--- src/rtl/vga_timing_pkg.sv ---
// vga_timing_pkg: default VGA timing sets and sync polarity encoding
package vga_timing_pkg;
  localparam bit POL_LOW  = 1'b0;
  localparam bit POL_HIGH = 1'b1;
  localparam int VGA640_H_ACTIVE = 640;
  localparam int VGA640_H_FP     = 16;
  localparam int VGA640_H_SYNC   = 96;
  localparam int VGA640_H_BP     = 48;
  localparam int VGA640_V_ACTIVE = 480;
  localparam int VGA640_V_FP     = 10;
  localparam int VGA640_V_SYNC   = 2;
  localparam int VGA640_V_BP     = 33;
  localparam int SVGA800_H_ACTIVE = 800;
  localparam int SVGA800_H_FP     = 40;
  localparam int SVGA800_H_SYNC   = 128;
  localparam int SVGA800_H_BP     = 88;
  localparam int SVGA800_V_ACTIVE = 600;
  localparam int SVGA800_V_FP     = 1;
  localparam int SVGA800_V_SYNC   = 4;
  localparam int SVGA800_V_BP     = 23;
  localparam int CNT_W_DEFAULT    = 10;
endpackage

--- src/rtl/vga_axis_counter.sv ---
// vga_axis_counter: one timing axis (position, terminal flag, registered sync, next-position active flag)
module vga_axis_counter
  import vga_timing_pkg::*;
#(
  parameter int ACTIVE = VGA640_H_ACTIVE,
  parameter int FP     = VGA640_H_FP,
  parameter int SYNC   = VGA640_H_SYNC,
  parameter int BP     = VGA640_H_BP,
  parameter bit POL    = POL_LOW,
  parameter int W      = CNT_W_DEFAULT
) (
  input  logic         clk,
  input  logic         rst,
  input  logic         en,
  output logic [W-1:0] count,
  output logic         wrap,
  output logic         sync,
  output logic         active
);
  localparam int TOTAL = ACTIVE + FP + SYNC + BP;
  localparam logic [W-1:0] LAST    = W'(TOTAL - 1);
  localparam logic [W-1:0] SYNC_LO = W'(ACTIVE + FP);
  localparam logic [W-1:0] SYNC_HI = W'(ACTIVE + FP + SYNC - 1);
  localparam logic [W-1:0] ACT_END = W'(ACTIVE);
  logic [W-1:0] count_d, count_q;
  logic         sync_d, sync_q;
  assign wrap  = count_q == LAST;
  assign count = count_q;
  assign sync  = sync_q;
  // Next position; reset parks on the last position so the first tick lands on 0
  always_comb begin
    count_d = rst ? LAST : !en ? count_q : wrap ? '0 : count_q + 1'b1;
    sync_d  = (count_d >= SYNC_LO && count_d <= SYNC_HI) ? POL : !POL;
    active  = count_d < ACT_END;
  end
  // Position and sync register together so they never skew
  always_ff @(posedge clk) begin
    count_q <= count_d;
    sync_q  <= sync_d;
  end
endmodule

--- src/rtl/vga_timing_gen.sv ---
// vga_timing_gen: parametrised VGA timing with pixel enable, programmable polarity and line/frame strobes
module vga_timing_gen
  import vga_timing_pkg::*;
#(
  parameter int H_ACTIVE = VGA640_H_ACTIVE,
  parameter int H_FP     = VGA640_H_FP,
  parameter int H_SYNC   = VGA640_H_SYNC,
  parameter int H_BP     = VGA640_H_BP,
  parameter int V_ACTIVE = VGA640_V_ACTIVE,
  parameter int V_FP     = VGA640_V_FP,
  parameter int V_SYNC   = VGA640_V_SYNC,
  parameter int V_BP     = VGA640_V_BP,
  parameter bit H_POL    = POL_LOW,
  parameter bit V_POL    = POL_LOW,
  parameter int CNT_W    = CNT_W_DEFAULT
) (
  input  logic             i_Clk,
  input  logic             i_Rst,
  input  logic             i_Pix_En,
  output logic             o_HSync,
  output logic             o_VSync,
  output logic             o_Display_On,
  output logic [CNT_W-1:0] o_Col_Count,
  output logic [CNT_W-1:0] o_Row_Count,
  output logic             o_Line_Start,
  output logic             o_Frame_Start
);
  localparam int H_TOTAL = H_ACTIVE + H_FP + H_SYNC + H_BP;
  localparam int V_TOTAL = V_ACTIVE + V_FP + V_SYNC + V_BP;
  if ((2**CNT_W) < H_TOTAL || (2**CNT_W) < V_TOTAL || H_FP == 0 || H_SYNC == 0 || H_BP == 0 ||
      V_FP == 0 || V_SYNC == 0 || V_BP == 0) begin : g_bad_params
    $error("vga_timing_gen: counter too narrow or zero porch/sync width");
  end
  logic h_wrap, v_wrap, h_act, v_act;
  logic display_d, display_q, line_d, line_q, frame_d, frame_q;
  vga_axis_counter #(
    .ACTIVE(H_ACTIVE), .FP(H_FP), .SYNC(H_SYNC), .BP(H_BP), .POL(H_POL), .W(CNT_W)
  ) u_h (
    .clk(i_Clk), .rst(i_Rst), .en(i_Pix_En),
    .count(o_Col_Count), .wrap(h_wrap), .sync(o_HSync), .active(h_act)
  );
  vga_axis_counter #(
    .ACTIVE(V_ACTIVE), .FP(V_FP), .SYNC(V_SYNC), .BP(V_BP), .POL(V_POL), .W(CNT_W)
  ) u_v (
    .clk(i_Clk), .rst(i_Rst), .en(i_Pix_En & h_wrap),
    .count(o_Row_Count), .wrap(v_wrap), .sync(o_VSync), .active(v_act)
  );
  // Display and strobes follow the next position so they align with the counts
  always_comb begin
    display_d = h_act & v_act;
    line_d    = !i_Rst & i_Pix_En & h_wrap;
    frame_d   = line_d & v_wrap;
  end
  // Registered display flag and single-clock strobes
  always_ff @(posedge i_Clk) begin
    display_q <= display_d;
    line_q    <= line_d;
    frame_q   <= frame_d;
  end
  assign o_Display_On  = display_q;
  assign o_Line_Start  = line_q;
  assign o_Frame_Start = frame_q;
endmodule

--- config.mk ---
export PLATFORM = sky130hd
export DESIGN_NAME = vga_timing_gen
export DESIGN_NICKNAME = d
export VERILOG_FILES = /design/src/rtl/vga_timing_pkg.sv /design/src/rtl/vga_axis_counter.sv /design/src/rtl/vga_timing_gen.sv
export SDC_FILE = /design/constraint.sdc
export NUM_CORES = 1
export LEC_CHECK = 0
export CAP_MARGIN = 20
export CORE_MARGIN = 2
export CORE_UTILIZATION = 30
export DETAILED_ROUTE_END_ITERATION = 8
export SKIP_LAST_GASP = 1
export SYNTH_ARGS = -nofsm -noshare
export SYNTH_HDL_FRONTEND = slang
export SYNTH_SLANG_ARGS = --single-unit
--- constraint.sdc ---
create_clock -name i_Clk -period 2.4 [get_ports i_Clk]
set_clock_uncertainty 0.05 [all_clocks]
set_input_delay 0.24 -clock i_Clk [delete_from_list [all_inputs] [get_ports i_Clk]]
set_output_delay 0.24 -clock i_Clk [all_outputs]
set_load 0.02 [all_outputs]
==> After elaboration in Yosys (flattened, before gate mapping) <==
Cells that the tools add are included.
{ "totals": {"reg_bits": 25, "input_bits": 3, "elab_cells": 33} }
{ "op_classes": {"add_sub_neg": 2, "order_cmp": 6, "n_eq_ne": 2, "mux": 8, "n_bitwise": 5, "n_reduce_logical": 3} }
{ "ops": {"columns": ["op", "n"], "rows": [
  ["two-way mux 10 bit", 6],
  ["adder 10 x 1 -> 10 bit, second input constant", 2],
  ["equality test 10 bit, second input constant", 2],
  [">= comparator 10 bit, second input constant", 1],
  [">= comparator 10 x 9 -> 1 bit, second input constant", 1],
  ["<= comparator 10 bit, second input constant", 1],
  ["<= comparator 10 x 9 -> 1 bit, second input constant", 1],
  ["< comparator 10 bit, second input constant", 1],
  ["< comparator 10 x 9 -> 1 bit, second input constant", 1],
  ["AND 1 bit", 5],
  ["logical AND 1 bit", 2],
  ["two-way mux 1 bit", 2],
  ["zero test 1 bit", 1]
]} }

==> Logic depth before layout (Yosys ltp) <==
Gate-level depths: netlist of run 1.
{ "logic_depth": {"depth_word": 7, "depth_mapped": 9, "ltp_nobuf": 7} }

==> Modules after synthesis <==
Synthesis of run 1 repeated with hierarchy kept, for this count alone.
{ "hier_totals": {"hier_cells": 149, "area_unflattened_um2": 1383.8} }
{ "by_module_without_submodules": {"columns": ["mod", "instances", "cells_each", "area_per_inst_um2", "seq_area_each_um2"], "rows": [
  ["vga_axis_counter at u_v", 1, 72, 649.4, 220.2],
  ["vga_axis_counter at u_h", 1, 70, 641.9, 220.2],
  ["vga_timing_gen", 1, 7, 92.6, 60.1]
]} }

==> Worst setup path before layout of run 1 <==
Ideal clock, no wire load.
{ "synth_path": {"path_type": "flip-flop to flip-flop", "start": "register u_h.count_q[0], in the netlist u_h.count[0]", "end": "register display_q, in the netlist o_Display_On", "arrival_time_ps": 2442, "required_time_ps": 2218, "path_slack_ps": -224, "path_stages_with_launch": 9, "path_cell_list": "dfxtp_1 > ha_1 > nand2_1 > or4_4 > buf_6 > or4_4 > o311a_1 > nand2_1 > nor3_1"} }
{ "synth_via": {"elab_chain_len": 6, "elab_cells_between_ends": 11, "cone_classes": "1 x add/sub; 2 x order compare; 1 x eq/ne; 5 x mux; 2 x bitwise"} }
{ "synth_lines": {"columns": ["element", "line", "rtl"], "rows": [
  ["start, declared", "vga_axis_counter.sv:25", "logic [W-1:0] count_d, count_q;"],
  ["start signal, assigned", "vga_axis_counter.sv:38", "count_q <= count_d;"],
  ["adder 10 x 1 -> 10 bit or equality test 10 bit (tied branches)", "vga_axis_counter.sv:32, vga_axis_counter.sv:27", null],
  ["two-way mux 10 bit or AND 1 bit (tied branches)", "vga_axis_counter.sv:32, vga_timing_gen.sv:45", null],
  ["two-way mux 10 bit (2 in a row)", "vga_axis_counter.sv:32", "count_d = rst ? LAST : !en ? count_q : wrap ? '0 : count_q + 1'b1;"],
  ["< comparator 10 bit or < comparator 10 x 9 -> 1 bit (tied branches)", "vga_axis_counter.sv:34", "active = count_d < ACT_END;"],
  ["AND 1 bit *", "vga_timing_gen.sv:50", "display_d = h_act & v_act;"],
  ["net display_d", "vga_timing_gen.sv:35", "logic display_d, display_q, line_d, line_q, frame_d, frame_q;"],
  ["end signal, assigned", "vga_timing_gen.sv:56", "display_q <= display_d;"],
  ["end, declared", "vga_timing_gen.sv:35", null]
]} }
Mark *: on every way through the listed nets, which the timed path passes. The rest lies on a longest branch.

==> Worst setup path after layout of run 1 <==
{ "layout_path": {"start": "register u_h.count_q[6], in the netlist u_h.count[6]", "end": "register u_v.sync_q, in the netlist u_v.sync"} }
{ "layout_via": {"elab_chain_len": 7, "elab_cells_between_ends": 8, "cone_classes": "2 x order compare; 1 x eq/ne; 3 x mux; 1 x bitwise; 1 x reduce/logical"} }
{ "layout_lines": {"columns": ["element", "line", "rtl"], "rows": [
  ["equality test 10 bit *", "vga_axis_counter.sv:27", "assign wrap = count_q == LAST;"],
  ["AND 1 bit *", "vga_timing_gen.sv:45", ".clk(i_Clk), .rst(i_Rst), .en(i_Pix_En & h_wrap),"],
  ["two-way mux 10 bit * (2 in a row)", "vga_axis_counter.sv:32", null],
  [">= comparator 10 x 9 -> 1 bit or <= comparator 10 x 9 -> 1 bit (tied branches)", "vga_axis_counter.sv:33", "sync_d = (count_d >= SYNC_LO && count_d <= SYNC_HI) ? POL : !POL;"],
  ["logical AND 1 bit *", "vga_axis_counter.sv:33", null],
  ["two-way mux 1 bit *", "vga_axis_counter.sv:33", null],
  ["net u_v.sync_d", "vga_axis_counter.sv:26", "logic sync_d, sync_q;"],
  ["end signal, assigned", "vga_axis_counter.sv:39", "sync_q <= sync_d;"],
  ["end, declared", "vga_axis_counter.sv:26", null]
]} }
Marks and branches as above.

==> run_results.csv, run 1 <==
group,metric,value,unit
floorplan,die_w,69.5,microns
run,drv_cap,0,
placed_design,dpl.hpwl,2810,microns
routing,ant_nets,0,
power_and_ir_drop,p_clk_frac,0.205,
floorplan,rows,23,
sta,fin_crit,2.29,ns
worst_setup_path,worstPathRequired,2.49,ns
cts,path_clk_slew,0.09,ns
power_and_ir_drop,p_int,0.812,mW
worst_setup_path,critPathMaxFanout,9,
logic_synthesis,synth-edff-count,0,
logic_synthesis,synth_top_area_frac,0.389,
cells_and_area,area_delta_synth_final,48.0,%
sta,fin_crit_sh,0.954,
logic_synthesis,synth.top_cells.by_area,"dfxtp_1, nor3_1, nand2_1",
power_and_ir_drop,p_leak,0.719,nW
logic_synthesis,synth_ff_type,"dfxtp_1",
min_path,min_path_type,"register to register",
grt,grt_pass1_vias,1379,
sta,rsz0062_at_grt,"false",
routing,drtIter0Drc,48,
cells_and_area,fillers,383,
routing,avgViaCountPerCell,5.42,
cts,cts_buffer_depth,2,
routing,wire_per_inst,14.0,microns
logic_synthesis,ys_types,43,
cells_and_area,n_antenna_cell,0,
power_and_ir_drop,irDropWorstVdd,298,uV
logic_synthesis,ys_warn_count,0,
run_status,status,"complete, no violations",
worst_setup_path,path_class,"register to register",
cts,cts_max_level,1,
routing,first_pass_iters,4,
power_and_ir_drop,p_switching,0.446,mW
routing,vias,1399,
routing,drc,0,
logic_synthesis,synthCells,156,
logic_synthesis,synth.avg_cell_area,8.25,sq um
logic_synthesis,ys_seq_elements,25,
cts,cts-buffers-inserted,3,
placed_design,numPortBuffers,27,
power_and_ir_drop,sequentialPowerShare,0.399,
power_and_ir_drop,power.density,660,nW/um^2
cells_and_area,drive_gt1_frac,0.226,
logic_synthesis,synth_largest_area_cell,"dfxtp_1",
sta,setup_viol,0,
worst_setup_path,critPathArrivalTime,2.38,ns
cts,cts-root-buf,"clkbuf_8",
floorplan,dieArea,4830,sq um
sta,hold_ws,0.496,ns
cts,ctsResizeCount,0,
cells_and_area,finish.net_count,215,
worst_setup_path,cp-start-kind,"register",
logic_synthesis,yosysMostFrequentCell,"dfxtp_1",
grt,grt_max_degree,16,
placed_design,dpl-instance-area,1820,sq um
cts,cts_tree,"done",
power_and_ir_drop,p_comb_frac,0.395,
cts,clkSinkCount,25,
logic_synthesis,ys_seq_area_frac,0.389,
floorplan,core,4060,sq um
grt,antenna_found_initial,0,
cts,clk_latency,0.27,ns
power_and_ir_drop,switching_share,0.355,
sta,finalMaxSlewViolations,0,
worst_setup_path,end_kind,"register",
sta,slew-limit-headroom,0.742,
logic_synthesis,synth-async-reset-ratio,0,
floorplan,dieHeight,69.5,microns
cts,postCtsSetupBuffers,0,
sta,tightest_slew,0.377,ns
routing,finalWirelength,3610,microns
floorplan,initial_core_util,0.317,
logic_synthesis,synthTopCellsByCount,"dfxtp_1, nand2_1, nor2_1, nor3_1, nand3_1",
grt,grt.overflow.total,0,
grt,grt_usage,0.152,
logic_synthesis,syn_nets,162,
cts,cts_hold_buf,0,
placed_design,place.gp.congestion,0.904,
logic_synthesis,synth_area,1290,sq um
sta,max_freq,437,MHz
floorplan,pin_count,28,
sta,hold_viol_final,0,
cells_and_area,design_area,1910,sq um
grt,grt_pass1_wl,6150,microns
sequential cells by signal, indices dropped and copies added, names as in the netlist:
name / cells
o_Display_On: 1
o_Frame_Start: 1
o_Line_Start: 1
u_h.count: 10
u_h.sync: 1
u_v.count: 10
u_v.sync: 1
layer usage:
metal	track usage	up-vias	part of all wire
li1	-	684	-
met1	0.201	660	0.47
met2	0.257	49	0.47
met3	0.0233	6	0.052
met4	0.0392	0	0.011
met5	0	-	0
worst paths after layout:
| path | from | to | slack [ns] | cells after the start |
|---|---|---|---|---|
| hold reg to reg | u_h.count[1] | u_h.count[1] | 0.50 | 1 |
| setup / recovery | u_h.count[6] | u_v.sync | 0.11 | 6 |
| setup reg to reg | u_h.count[6] | u_v.sync | 0.11 | 6 |
| hold / removal | u_h.count[1] | u_h.count[1] | 0.50 | 1 |
placed cells by master (no fill, tap or decap), types with 3 or more instances in the layout:
cell type	instances
buf_4	27
or3_1	3
clkbuf_8	3
clkdlybuf4s50_1	27
xor2_1	3
nor2_1	12
nand2_1	14
or4_1	3
nand2b_1	3
nor3_1	11
dfxtp_2	4
nand4_1	3
inv_1	8
o21ai_0	8
nand3_1	9
dfxtp_1	19
a21oi_1	8
power groups by stage:
stage	clock network (mW)	registers (mW)	logic, mW
after global placement	0	0.509	0.481
after global routing	0.287	0.508	0.544
after floorplan	0	0.553	0.226
final	0.258	0.502	0.498
after CTS	0.265	0.501	0.492
after detailed placement	0	0.509	0.490
critical path, stage by stage (launching register included):
cell       delay, ns
dfxtp_2         0.36
nand4bb_4       0.23
or4_4           0.55
buf_4           0.18
o32a_1          0.38
nor4_4          0.28
nand4_1         0.14
layout make-up:
class | instances | area (sq um) | share of cell area
clock buffers | 3 | 41.3 | 0.0217
clock inverters | 1 | 6.26 | 0.00328
inverters | 9 | 33.8 | 0.0177
multi-input cells | 116 | 776 | 0.407
flip-flops and latches | 25 | 513 | 0.269
well taps | 50 | 62.6 | 0.0328
repair buffers | 54 | 473 | 0.248
cell families after synthesis:
family,Yosys count,share of synthesized area
simple gates,75,0.326
fa+ha+maj,3,0.0292
xor+xnor,5,0.0340
compound gates,33,0.173
buf+inv,15,0.0496
flops,25,0.389
through the flow:
stage	util	cells	setup WS (ns)	power, mW	setup TNS, ns
finish	0.470	258	0.109	1.26	0
global route	0.470	258	0.00739	1.34	0
CTS	0.460	258	0.0359	1.26	0
detailed placement	0.449	254	-0.168	0.999	-0.378
global placement	0.449	254	-0.118	0.990	-0.302
floorplan	-	156	0.0329	0.779	0
Power figures use the tool's default switching activity.
==> run 2: changes to the inputs <==
--- a/config.mk
+++ b/config.mk
@@ -10,6 +10,7 @@
 export CORE_UTILIZATION = 30
 export DETAILED_ROUTE_END_ITERATION = 8
 export SKIP_LAST_GASP = 1
+export SLEW_MARGIN = 10
 export SYNTH_ARGS = -nofsm -noshare
 export SYNTH_HDL_FRONTEND = slang
 export SYNTH_SLANG_ARGS = --single-unit
==> results of run 2 <==
Final layout, timing and power as in run 1 (identical DEF).
==> run 3: changes to the inputs <==
--- a/config.mk
+++ b/config.mk
@@ -8,6 +8,7 @@
 export CAP_MARGIN = 20
 export CORE_MARGIN = 2
 export CORE_UTILIZATION = 30
+export CTS_CLUSTER_SIZE = 20
 export DETAILED_ROUTE_END_ITERATION = 8
 export SKIP_LAST_GASP = 1
 export SLEW_MARGIN = 10
==> results of run 3 <==
Final layout, timing and power as in run 1 (identical DEF).
